## config.mk

```make
export PLATFORM = sky130hd
export DESIGN_NAME = uart_word_assembler
export DESIGN_NICKNAME = d
export VERILOG_FILES = /design/src/rtl/uart_pkg.sv /design/src/rtl/uart_rx_timeout.sv /design/src/rtl/uart_word_assembler.sv
export SDC_FILE = /design/constraint.sdc
export NUM_CORES = 1
export LEC_CHECK = 0
export ABC_CLOCK_PERIOD_IN_PS = 4200
export CORE_ASPECT_RATIO = 0.6
export CORE_MARGIN = 1
export CORE_UTILIZATION = 30
export CTS_BUF_LIST = sky130_fd_sc_hd__clkbuf_4 sky130_fd_sc_hd__clkbuf_8 sky130_fd_sc_hd__clkbuf_16
export CTS_CLUSTER_DIAMETER = 100
export DETAILED_ROUTE_END_ITERATION = 10
export REMOVE_ABC_BUFFERS = 1
export SETUP_SLACK_MARGIN = 0.1
export SLEW_MARGIN = 20
export SYNTH_ARGS = -nofsm -noshare
export SYNTH_HDL_FRONTEND = slang
export SYNTH_SLANG_ARGS = --single-unit
```

## constraint.sdc

```tcl
create_clock -name i_clk -period 4.2 [get_ports i_clk]
set_clock_uncertainty 0.2 [all_clocks]
set_input_delay 0.84 -clock i_clk [delete_from_list [all_inputs] [get_ports i_clk]]
set_output_delay 0.84 -clock i_clk [all_outputs]
set_load 0.01 [all_outputs]
```

## src/rtl/uart_pkg.sv

```systemverilog
// uart_pkg: shared definitions for the UART receive word path.
//   rx_state_e      assembler states (COLLECT / PUSH / WAIT_SPACE)
//   BYTE_BITS       width of one received UART character
//   bytes_per_word  number of bytes packed into a DATA_BITS-wide word
package uart_pkg;

  localparam int BYTE_BITS = 8;

  typedef enum logic [1:0] {
    COLLECT    = 2'd0,  // gathering bytes of the current word
    PUSH       = 2'd1,  // write strobe to the RX FIFO is high this cycle
    WAIT_SPACE = 2'd2   // completed word held until the FIFO has room
  } rx_state_e;

  function automatic int bytes_per_word(input int data_bits);
    return data_bits / BYTE_BITS;
  endfunction

endpackage

```

## src/rtl/uart_rx_timeout.sv

```systemverilog
// uart_rx_timeout: inter-byte timeout counter for the RX word assembler.
// Instantiated only when UART_RX_TIMEOUT_EN is defined.
// Ports:
//   i_clk      clock, rising edge
//   i_reset    synchronous active-high reset
//   i_clear    a byte was accepted this cycle; restarts the count
//   i_active   a partial word is held in COLLECT; counting enabled
//   o_expire   combinational: count has reached TIMEOUT_CYCLES-1 while active
module uart_rx_timeout #(
  parameter int TIMEOUT_CYCLES = 100000
) (
  input  logic i_clk,
  input  logic i_reset,
  input  logic i_clear,
  input  logic i_active,
  output logic o_expire
);

  localparam int CNT_W = (TIMEOUT_CYCLES > 2) ? $clog2(TIMEOUT_CYCLES) : 1;
  localparam logic [CNT_W-1:0] LAST_COUNT = CNT_W'(TIMEOUT_CYCLES - 1);

  logic [CNT_W-1:0] count_q, count_d;

  assign o_expire = i_active && (count_q == LAST_COUNT);

  // An accepted byte on the expiry cycle also clears the count; the
  // assembler gives the byte priority over the discard.
  always_comb begin
    count_d = count_q;
    if (i_clear || o_expire) begin
      count_d = '0;
    end else if (i_active) begin
      count_d = count_q + 1'b1;
    end
  end

  always_ff @(posedge i_clk) begin
    if (i_reset) begin
      count_q <= '0;
    end else begin
      count_q <= count_d;
    end
  end

endmodule

```

## src/rtl/uart_word_assembler.sv

```systemverilog
// uart_word_assembler: packs received UART bytes LSB-first into DATA_BITS
// words and writes each completed word into the RX FIFO.
// Optional feature macro: UART_RX_TIMEOUT_EN (inter-byte timeout that
// discards a stale partial word after TIMEOUT_CYCLES idle cycles).
// Ports:
//   i_clk, i_reset  clock / synchronous active-high reset
//   i_rx_done       one-cycle pulse, i_rx_data valid
//   i_rx_data       received byte
//   i_fifo_full     RX FIFO cannot accept a write
//   o_fifo_wr       registered one-cycle write strobe
//   o_fifo_data     registered assembled word, holds last pushed word
//   o_overrun       one-cycle pulse: byte dropped while a word was pending
//   o_timeout       one-cycle pulse: partial word discarded (0 without macro)
//   o_busy          partial or pending word held
module uart_word_assembler
  import uart_pkg::*;
#(
  parameter int DATA_BITS      = 32,
  parameter int TIMEOUT_CYCLES = 100000
) (
  input  logic                 i_clk,
  input  logic                 i_reset,
  input  logic                 i_rx_done,
  input  logic [7:0]           i_rx_data,
  input  logic                 i_fifo_full,
  output logic                 o_fifo_wr,
  output logic [DATA_BITS-1:0] o_fifo_data,
  output logic                 o_overrun,
  output logic                 o_timeout,
  output logic                 o_busy
);

  localparam int BYTES = bytes_per_word(DATA_BITS);
  localparam int IDX_W = (BYTES > 2) ? $clog2(BYTES) : 1;
  localparam logic [IDX_W-1:0] LAST_IDX = IDX_W'(BYTES - 1);

  // Word must hold at least two whole bytes; the timeout needs two counts.
  if ((DATA_BITS % BYTE_BITS != 0) || (DATA_BITS < 16) || (TIMEOUT_CYCLES < 2)) begin : g_cfg_err
    $error("uart_word_assembler: illegal DATA_BITS=%0d / TIMEOUT_CYCLES=%0d",
           DATA_BITS, TIMEOUT_CYCLES);
  end

  rx_state_e              state_q, state_d;
  logic [IDX_W-1:0]       byte_idx_q, byte_idx_d;
  logic [DATA_BITS-1:0]   buf_q, buf_d;
  logic                   fifo_wr_q, fifo_wr_d;
  logic [DATA_BITS-1:0]   fifo_data_q, fifo_data_d;
  logic                   overrun_q, overrun_d;

  logic [DATA_BITS-1:0]   word_next;
  logic                   byte_accept;
  logic                   expire;

  // Bytes are dropped only while a completed word is waiting for space;
  // in PUSH the word has already been copied to the output register.
  assign byte_accept = i_rx_done && (state_q != WAIT_SPACE);

  // Buffer contents with the incoming byte merged into its lane.
  for (genvar gi = 0; gi < BYTES; gi++) begin : g_lane
    assign word_next[gi*BYTE_BITS +: BYTE_BITS] =
      (byte_idx_q == IDX_W'(gi)) ? i_rx_data : buf_q[gi*BYTE_BITS +: BYTE_BITS];
  end

`ifdef UART_RX_TIMEOUT_EN
  uart_rx_timeout #(
    .TIMEOUT_CYCLES (TIMEOUT_CYCLES)
  ) u_rx_timeout (
    .i_clk    (i_clk),
    .i_reset  (i_reset),
    .i_clear  (byte_accept),
    .i_active ((state_q == COLLECT) && (byte_idx_q != '0)),
    .o_expire (expire)
  );
  // A byte arriving on the expiry cycle suppresses the discard.
  assign o_timeout = expire && !i_rx_done;
`else
  assign expire    = 1'b0;
  assign o_timeout = 1'b0;
`endif

  always_comb begin
    state_d     = state_q;
    byte_idx_d  = byte_idx_q;
    buf_d       = buf_q;
    fifo_wr_d   = 1'b0;
    fifo_data_d = fifo_data_q;
    overrun_d   = 1'b0;

    case (state_q)
      PUSH: state_d = COLLECT;
      WAIT_SPACE: begin
        overrun_d = i_rx_done;
        if (!i_fifo_full) begin
          state_d     = PUSH;
          fifo_wr_d   = 1'b1;
          fifo_data_d = buf_q;
        end
      end
      default: state_d = COLLECT;
    endcase

    if (expire && !i_rx_done) begin
      byte_idx_d = '0;
    end

    if (byte_accept) begin
      buf_d = word_next;
      if (byte_idx_q == LAST_IDX) begin
        byte_idx_d = '0;
        if (i_fifo_full) begin
          state_d = WAIT_SPACE;
        end else begin
          state_d     = PUSH;
          fifo_wr_d   = 1'b1;
          fifo_data_d = word_next;
        end
      end else begin
        byte_idx_d = byte_idx_q + 1'b1;
      end
    end
  end

  always_ff @(posedge i_clk) begin
    if (i_reset) begin
      state_q     <= COLLECT;
      byte_idx_q  <= '0;
      buf_q       <= '0;
      fifo_wr_q   <= 1'b0;
      fifo_data_q <= '0;
      overrun_q   <= 1'b0;
    end else begin
      state_q     <= state_d;
      byte_idx_q  <= byte_idx_d;
      buf_q       <= buf_d;
      fifo_wr_q   <= fifo_wr_d;
      fifo_data_q <= fifo_data_d;
      overrun_q   <= overrun_d;
    end
  end

  assign o_fifo_wr   = fifo_wr_q;
  assign o_fifo_data = fifo_data_q;
  assign o_overrun   = overrun_q;
  assign o_busy      = (byte_idx_q != '0) || (state_q != COLLECT);

endmodule
```

== Word level (Yosys, flattened, before mapping) ==
Cells that the tools add are included.
Widths: inputs -> output; s select.
Word-level totals
  flip-flop bits (word level): 70
  input port bits: 12
Operators by class
  multiplexer cells: 20
  equality and inequality tests: 5
  bitwise logic cells: 1
  reductions and logical operators: 6
  $add $sub $neg: 1
Operators with widths (count)
  $mux 32: 5
  $mux 8: 4
  $mux 2: 6
  $eq 2x2->1 const B: 3
  $mux 1: 5
  $reduce_bool 2->1: 2
  $add 2x1->2 const B: 1
  $eq 2x1->1 const B: 1
  $logic_not 2->1: 1
  $ne 2x2->1 const B: 1
  $reduce_or 2->1: 1
  $logic_and 1x1->1: 1
  $logic_or 1x1->1: 1
  $not 1->1: 1

== Depth between registers and ports, before layout ==
Gate-level depths: netlist (run 1).
  depth after elaboration: 5
  gate-level depth with buffers: 7
  gate-level depth less buffers: 5

== Least setup slack after synthesis (run 1) ==
OpenSTA, ideal clock, no wires.
  path kind: register to output
  from: reg byte_idx_q[0]
  to: out o_busy
  path buffers: 2
  arrival time: 1.482 ns
  required time: 3.160 ns
  stages on the path, launching flop included: 7
  setup slack: 1.678 ns
  cells stage by stage: dfxtp_1 > inv_1 > ha_1 > buf_2 > buf_2 > clkinv_1 > or3_1
Between the ends
  word-level cells in the longest chain between the ends: 2
Ends and longest elaborated chain
  from (decl): RTL line uart_word_assembler.sv:44  | logic [IDX_W-1:0] byte_idx_q, byte_idx_d;
  from (signal assigned): RTL line uart_word_assembler.sv:133  | byte_idx_q <= byte_idx_d;
  $reduce_bool 2->1: RTL line uart_word_assembler.sv:144  | assign o_busy = (byte_idx_q != '0) || (state_q != COLLECT);
  $logic_or 1x1->1: RTL line uart_word_assembler.sv:144
  to (decl): RTL line uart_word_assembler.sv:30  | output logic o_busy
Every way passes these cells.

== Final worst setup path (run 1) ==
Ends and elaborated chain as after synthesis.

==> results.cfg, run 1 <==
[status]
outcome = finished, final reports clean

[global_routing]
grt_pass1_vias = 2932
number_of_antenna_violations_at_the_first_check_in_global_routing = 0
track_usage_pct = 16.66
largest_net_degree_at_the_start_of_global_routing = 44
grt.overflow.total = 0
grt_first_pass_wirelength_um = 15720

[synthesis]
synth_seq_area_share_pct = 39.44
synth.cell_area_um2 = 3553
ys_top_cells_by_area = dfxtp_1, mux2i_1, mux2_2
synth_top_cell_area_share_pct = 39.44
top_flip_flop_cell_by_instance_count_after_synthesis = dfxtp_1
synth_enable_flop_cells = 0
synth_top_cell_by_area = dfxtp_1
most_frequent_cell_after_synthesis = dfxtp_1
synth_async_sr_flop_share_pct = 0
post_synth.cell_area_avg_um2 = 9.451
yosys_warnings = 0
synth.ff_latch_count = 70
post_synth_most_frequent_cells = dfxtp_1, mux2i_1, a21oi_1
netlist-cell-type-count = 31
postSynthCellCount = 376

[placement]
port-buffer-count = 46
dpl_cell_area_um2 = 4108
detailedPlacementHpwl_um = 6317
gpl.final_weighted_congestion = 0.7663
placed_cells = 552

[setup_path]
crit_type = flip-flop to output port
regToRegSetupSlack_ns = 1.71
crit_path_max_fanout = 17
rr_startpoint = byte_idx_q[0]
worstReg2RegEnd = o_fifo_data[22]
worst_setup_path_end_kind = output port
reg2regPathDepth = 4
required_ns = 3.16
startpoint_type = flip-flop
arrival_ns = 2.42

[clocking]
cts_buffers = 9
clock_tree_from_tritoncts = done
cts-root-buf = clkbuf_16
cts.htree.levels = 3
clock_sinks = 70
cts.repair_timing.setup_buffer_count = 0
ctsHoldBuffers = 0
clk_pin_slew_worst_paths_ns = 0.05
postCtsResizedCells = 0
clock_latency_late_sink_ns = 0.33
cts_buffer_depth = 2

[run]
number_of_max_cap_violations = 0

[layout]
design_area_um2 = 4388
multi_input_gate_area_um2 = 1928
syn_to_final_growth_pct = 23.49
fin_cells = 567
n_antenna_cell = 0
area.sequential_um2 = 1401
layout.filler_cells = 1146
finalNetCount = 420
drive_gt1_share_pct = 14.99

[pwr]
p_per_area_nw_per_um2 = 357.1
leakage_nw = 1.680
ir_worst_vdd_mv = 0.2191

[floorplan]
design.die.area_um2 = 12300
die-width_um = 142.5
die_h_um = 86.30
boundaryPins = 48
area_of_the_core_um2 = 11410
fp-row-count = 30
floorplan.initialDensity_pct = 31.14

[detailed_routing]
ant_nets = 0
detail_route.drc_violations = 0
route.detailed.wl_per_inst_um = 17.44
routed_via_density = 5.399
routed-via-count = 3061
drt-initial-drc-count = 300
first_pass_iteration_count_of_the_detailed_router = 4
totalWireLength_um = 9889

[sta]
slew_headroom_pct = 35.05
maxClockFrequency_mhz = 289.2
worst_pin_slew_ns = 0.9742
final_hold_viol_count = 0
final.min_clock_period_ns = 3.457
final-max-slew-violation-count = 0
setup_viol = 0
grt_setup_unrepaired = no
totalNegativeSetupSlack_ns = 0
fin_hold_ws_ns = 0.2790
finalCritPeriodShare_pct = 82.32

[hold_path]
min_delay_path_depth = 2
hold_path_startpoint = buf_q[24]
worstHoldPathType = flip-flop to flip-flop
whs_endpoint = buf_q[24]
==> cell type report <==
| cell class | instances | area share [%] |
|---|---|---|
| well taps | 160 | 4.562 |
| inverters | 8 | 0.6843 |
| repair buffers | 56 | 12.49 |
| flip-flops and latches | 70 | 31.94 |
| multi-input cells | 258 | 43.94 |
| clock buffers | 14 | 6.273 |
| clock inverters | 1 | 0.1141 |
==> metrics by stage <==
| step | worst slack, ns | power, mW | utilization, % |
|---|---|---|---|
| global route | 0.5813 | 1.627 | 38.45 |
| CTS | 0.7458 | 1.581 | 38.45 |
| global placement | 0.8681 | 0.8587 | 36.00 |
| detailed placement | 0.7903 | 0.8638 | 36.00 |
| floorplan | 1.328 | 0.7926 | - |
| finish | 0.7426 | 1.567 | 38.45 |
==> worst max-delay path: stages, from the launching register on <==
cell and delay [ns]:
dfxtp_1 0.35, inv_1 0.10, ha_1 0.15, buf_4 0.25
clkinv_1 0.31, or3_1 0.43, clkdlybuf4s50_1 0.49
==> worst max-delay path by stage <==
stage                             start         endpoint  slack, ns  depth (start not counted)
after floorplan              state_q[1]   o_fifo_data[0]       1.33                          3
after global placement        i_rx_done  o_fifo_data[14]       0.87                          5
after detailed placement      i_rx_done  o_fifo_data[16]       0.79                          5
after CTS                 byte_idx_q[1]           o_busy       0.75                          6
after global routing      byte_idx_q[0]           o_busy       0.58                          6
final                     byte_idx_q[0]           o_busy       0.74                          6
==> cells by family (layout without fill, tap and decap cells) <==
group,count (synthesis),count (layout),synth area share [%]
compound gates,104,104,18.31
fa+ha+maj,5,5,1.761
buf+inv,48,79,6.373
flops,70,70,39.44
mux,80,80,23.66
other cells,1,1,0.1055
simple gates,68,68,10.35
==> report_power, final <==
part | switching [mW] | leakage (nW) | internal [mW]
Combinational | 0.0933 | 0.971 | 0.0691
Sequential | 0.0116 | 0.566 | 0.678
Clock | 0.268 | 0.143 | 0.447
Total | 0.372 | 1.68 | 1.19
==> state kept, by name, summed over array words and instances (netlist names) <==
| register | count |
|---|---|
| o_fifo_wr | 1 |
| o_overrun | 1 |
| state_q | 2 |
| o_fifo_data | 32 |
| buf_q | 32 |
| byte_idx_q | 2 |
==> routing by layer <==
| layer | GRT usage (%) | up-vias | share of wire (%) |
|---|---|---|---|
| li1 | - | 1478 | - |
| met2 | 23.57 | 93 | 40 |
| met1 | 24.91 | 1480 | 53 |
| met5 | 0 | - | 0 |
| met4 | 3.324 | 0 | 0.87 |
| met3 | 4.530 | 10 | 6.2 |
==> cells in the final DEF (no fill, tap or decap) <==
cell / n
a211oi_1: 3
a21o_1: 1
a21oi_1: 34
a311oi_1: 8
and2_1: 1
buf_12: 1
buf_4: 9
clkbuf_16: 9
clkbuf_4: 3
clkbuf_8: 2
clkdlybuf4s50_1: 46
clkinv_1: 2
clkinv_2: 1
conb_1: 1
dfxtp_1: 70
ha_1: 5
inv_1: 4
inv_2: 2
mux2_2: 32
mux2i_1: 48
nand2_1: 18
nand2b_1: 1
nand3_1: 9
nand4_1: 24
nor2b_2: 1
nor3_1: 9
nor3b_2: 1
o21ai_0: 10
o22ai_1: 24
o31ai_1: 24
or3_1: 2
or3b_1: 1
or4_1: 1
No activity file was read; power rests on OpenSTA's default activity.
==> run 2, diff against run 1 <==
Settings changed: ABC_CLOCK_PERIOD_IN_PS 4200 to 3100.
Clock period 4.2 ns to 3.1 ns, I/O delays scaled along.
==> results.cfg, run 2 (synthesis gave the netlist of run 1 again) <==
[clocking]
ctsHoldBuffers = 0
postCtsResizedCells = 0
cts_buffer_depth = 2
clock_latency_late_sink_ns = 0.34
clock_tree_from_tritoncts = done
cts-root-buf = clkbuf_16
clock_sinks = 70
cts.repair_timing.setup_buffer_count = 0
clk_pin_slew_worst_paths_ns = 0.06
cts_buffers = 9
cts.htree.levels = 3

[floorplan]
fp-row-count = 30
design.die.area_um2 = 12300
die_h_um = 86.30
die-width_um = 142.5
floorplan.initialDensity_pct = 31.14
area_of_the_core_um2 = 11410
boundaryPins = 48

[global_routing]
number_of_antenna_violations_at_the_first_check_in_global_routing = 0
track_usage_pct = 18.36
largest_net_degree_at_the_start_of_global_routing = 44
grt_pass1_vias = 3035
grt_first_pass_wirelength_um = 17110
grt.overflow.total = 0

[layout]
drive_gt1_share_pct = 16.02
fin_cells = 572
final_core_utilization_pct = 38.97
n_antenna_cell = 0
final_common_cell = dfxtp_1
commonest_non_fill_non_tap_cells_in_the_layout = dfxtp_1, mux2i_1, clkdlybuf4s50_1
layout.filler_cells = 1141
design_area_um2 = 4447
area.sequential_um2 = 1401
finalNetCount = 424
syn_to_final_growth_pct = 25.14
multi_input_gate_area_um2 = 1928

[placement]
place_ws_ns = 0.3931
port-buffer-count = 46
gpl.final_weighted_congestion = 0.7448
placed_cells = 556
detailedPlacementHpwl_um = 6619
dpl_cell_area_um2 = 4150

[detailed_routing]
totalWireLength_um = 10510
route.detailed.wl_per_inst_um = 18.37
ant_nets = 0
routed_via_density = 5.516
drt-initial-drc-count = 308
routed-via-count = 3155
detail_route.drc_violations = 0
first_pass_iteration_count_of_the_detailed_router = 4

[hold_path]
worstHoldPathType = flip-flop to flip-flop

[sta]
maxClockFrequency_mhz = 361.5
final_hold_viol_count = 0
finalCritPeriodShare_pct = 89.24
fin_hold_ws_ns = 0.2762
totalNegativeSetupSlack_ns = 0
slew_headroom_pct = 35.52
grt_setup_unrepaired = no
worst_pin_slew_ns = 0.9672
timing.final.ws_setup_ns = 0.3334
final.min_clock_period_ns = 2.767
final-max-slew-violation-count = 0
setup_viol = 0

[setup_path]
startpoint_type = flip-flop
slowest_delay_ns = 0.51
critical_path.top_delay_family = buffers and inverters
critical_path.n_buffers_inverters = 3
crit_path_max_fanout = 6
critPathSlowestCell = clkdlybuf4s50_1
arrival_ns = 1.95
required_ns = 2.28
regToRegSetupSlack_ns = 1.04
worst_setup_path_end_kind = output port
worstPathCellList = inv_1 -> ha_1 -> clkinv_1 -> or3_1 -> clkdlybuf4s50_1
crit_type = flip-flop to output port

[pwr]
power.share.switching_pct = 23.98
ir_worst_vdd_mv = 0.3495
p_int_mw = 1.663
report.power.total_mw = 2.187
clkPwrFrac_pct = 46.7
power.sequential.fraction_pct = 42.7
switching_power_mw = 0.5244
power.share.combinational_pct = 10.5
p_per_area_nw_per_um2 = 491.8
leakage_nw = 1.710

[run]
number_of_max_cap_violations = 0

[status]
outcome = finished, final reports clean
[run 2: changes by cell type in the layout (fill, tap and decap cells not counted)]
cell / previous run / this run
buf_12: 1 / 2
buf_4: 9 / 12
clkbuf_4: 3 / 4
clkbuf_8: 2 / 3
clkinv_2: 1 / 0
[run 2: worst paths after layout]
check | cells past startpoint | start | endpoint
worst min-delay path | 2 | buf_q[28] | buf_q[28]
worst max register to register | 4 | byte_idx_q[0] | o_fifo_data[15]
worst max-delay path | 5 | byte_idx_q[0] | o_busy
worst min register to register | 2 | buf_q[28] | buf_q[28]
[run 2: worst min-delay path, delay by kind of cell, from the launching register on]
kind	cells	cell delay [ns]
compound gates	2	0.12
flops	1	0.30
[run 2: area by class of cell]
class / count / share of cell area [%]
inverter: 8 / 0.6753
sequential: 70 / 31.51
timing repair buffer: 60 / 13.28
multi-input combinational: 258 / 43.36
clock buffer: 16 / 6.669
tap: 160 / 4.502
[run 2: power by group through the flow]
stage	Clock, mW	Sequential (mW)	Combinational, mW
2_1_floorplan	0	0.949	0.125
3_3_place_gp	0	0.952	0.222
3_5_place_dp	0	0.954	0.226
4_1_cts	1.04	0.934	0.228
5_1_grt	1.09	0.937	0.250
6_report	1.02	0.935	0.230
[run 2: per-layer routing]
metal | routed length [µm] | track usage (%)
met4 | 131 | 5.279
met5 | 0 | 0
met1 | 5366 | 27.09
met3 | 666 | 5.304
met2 | 4342 | 25.45
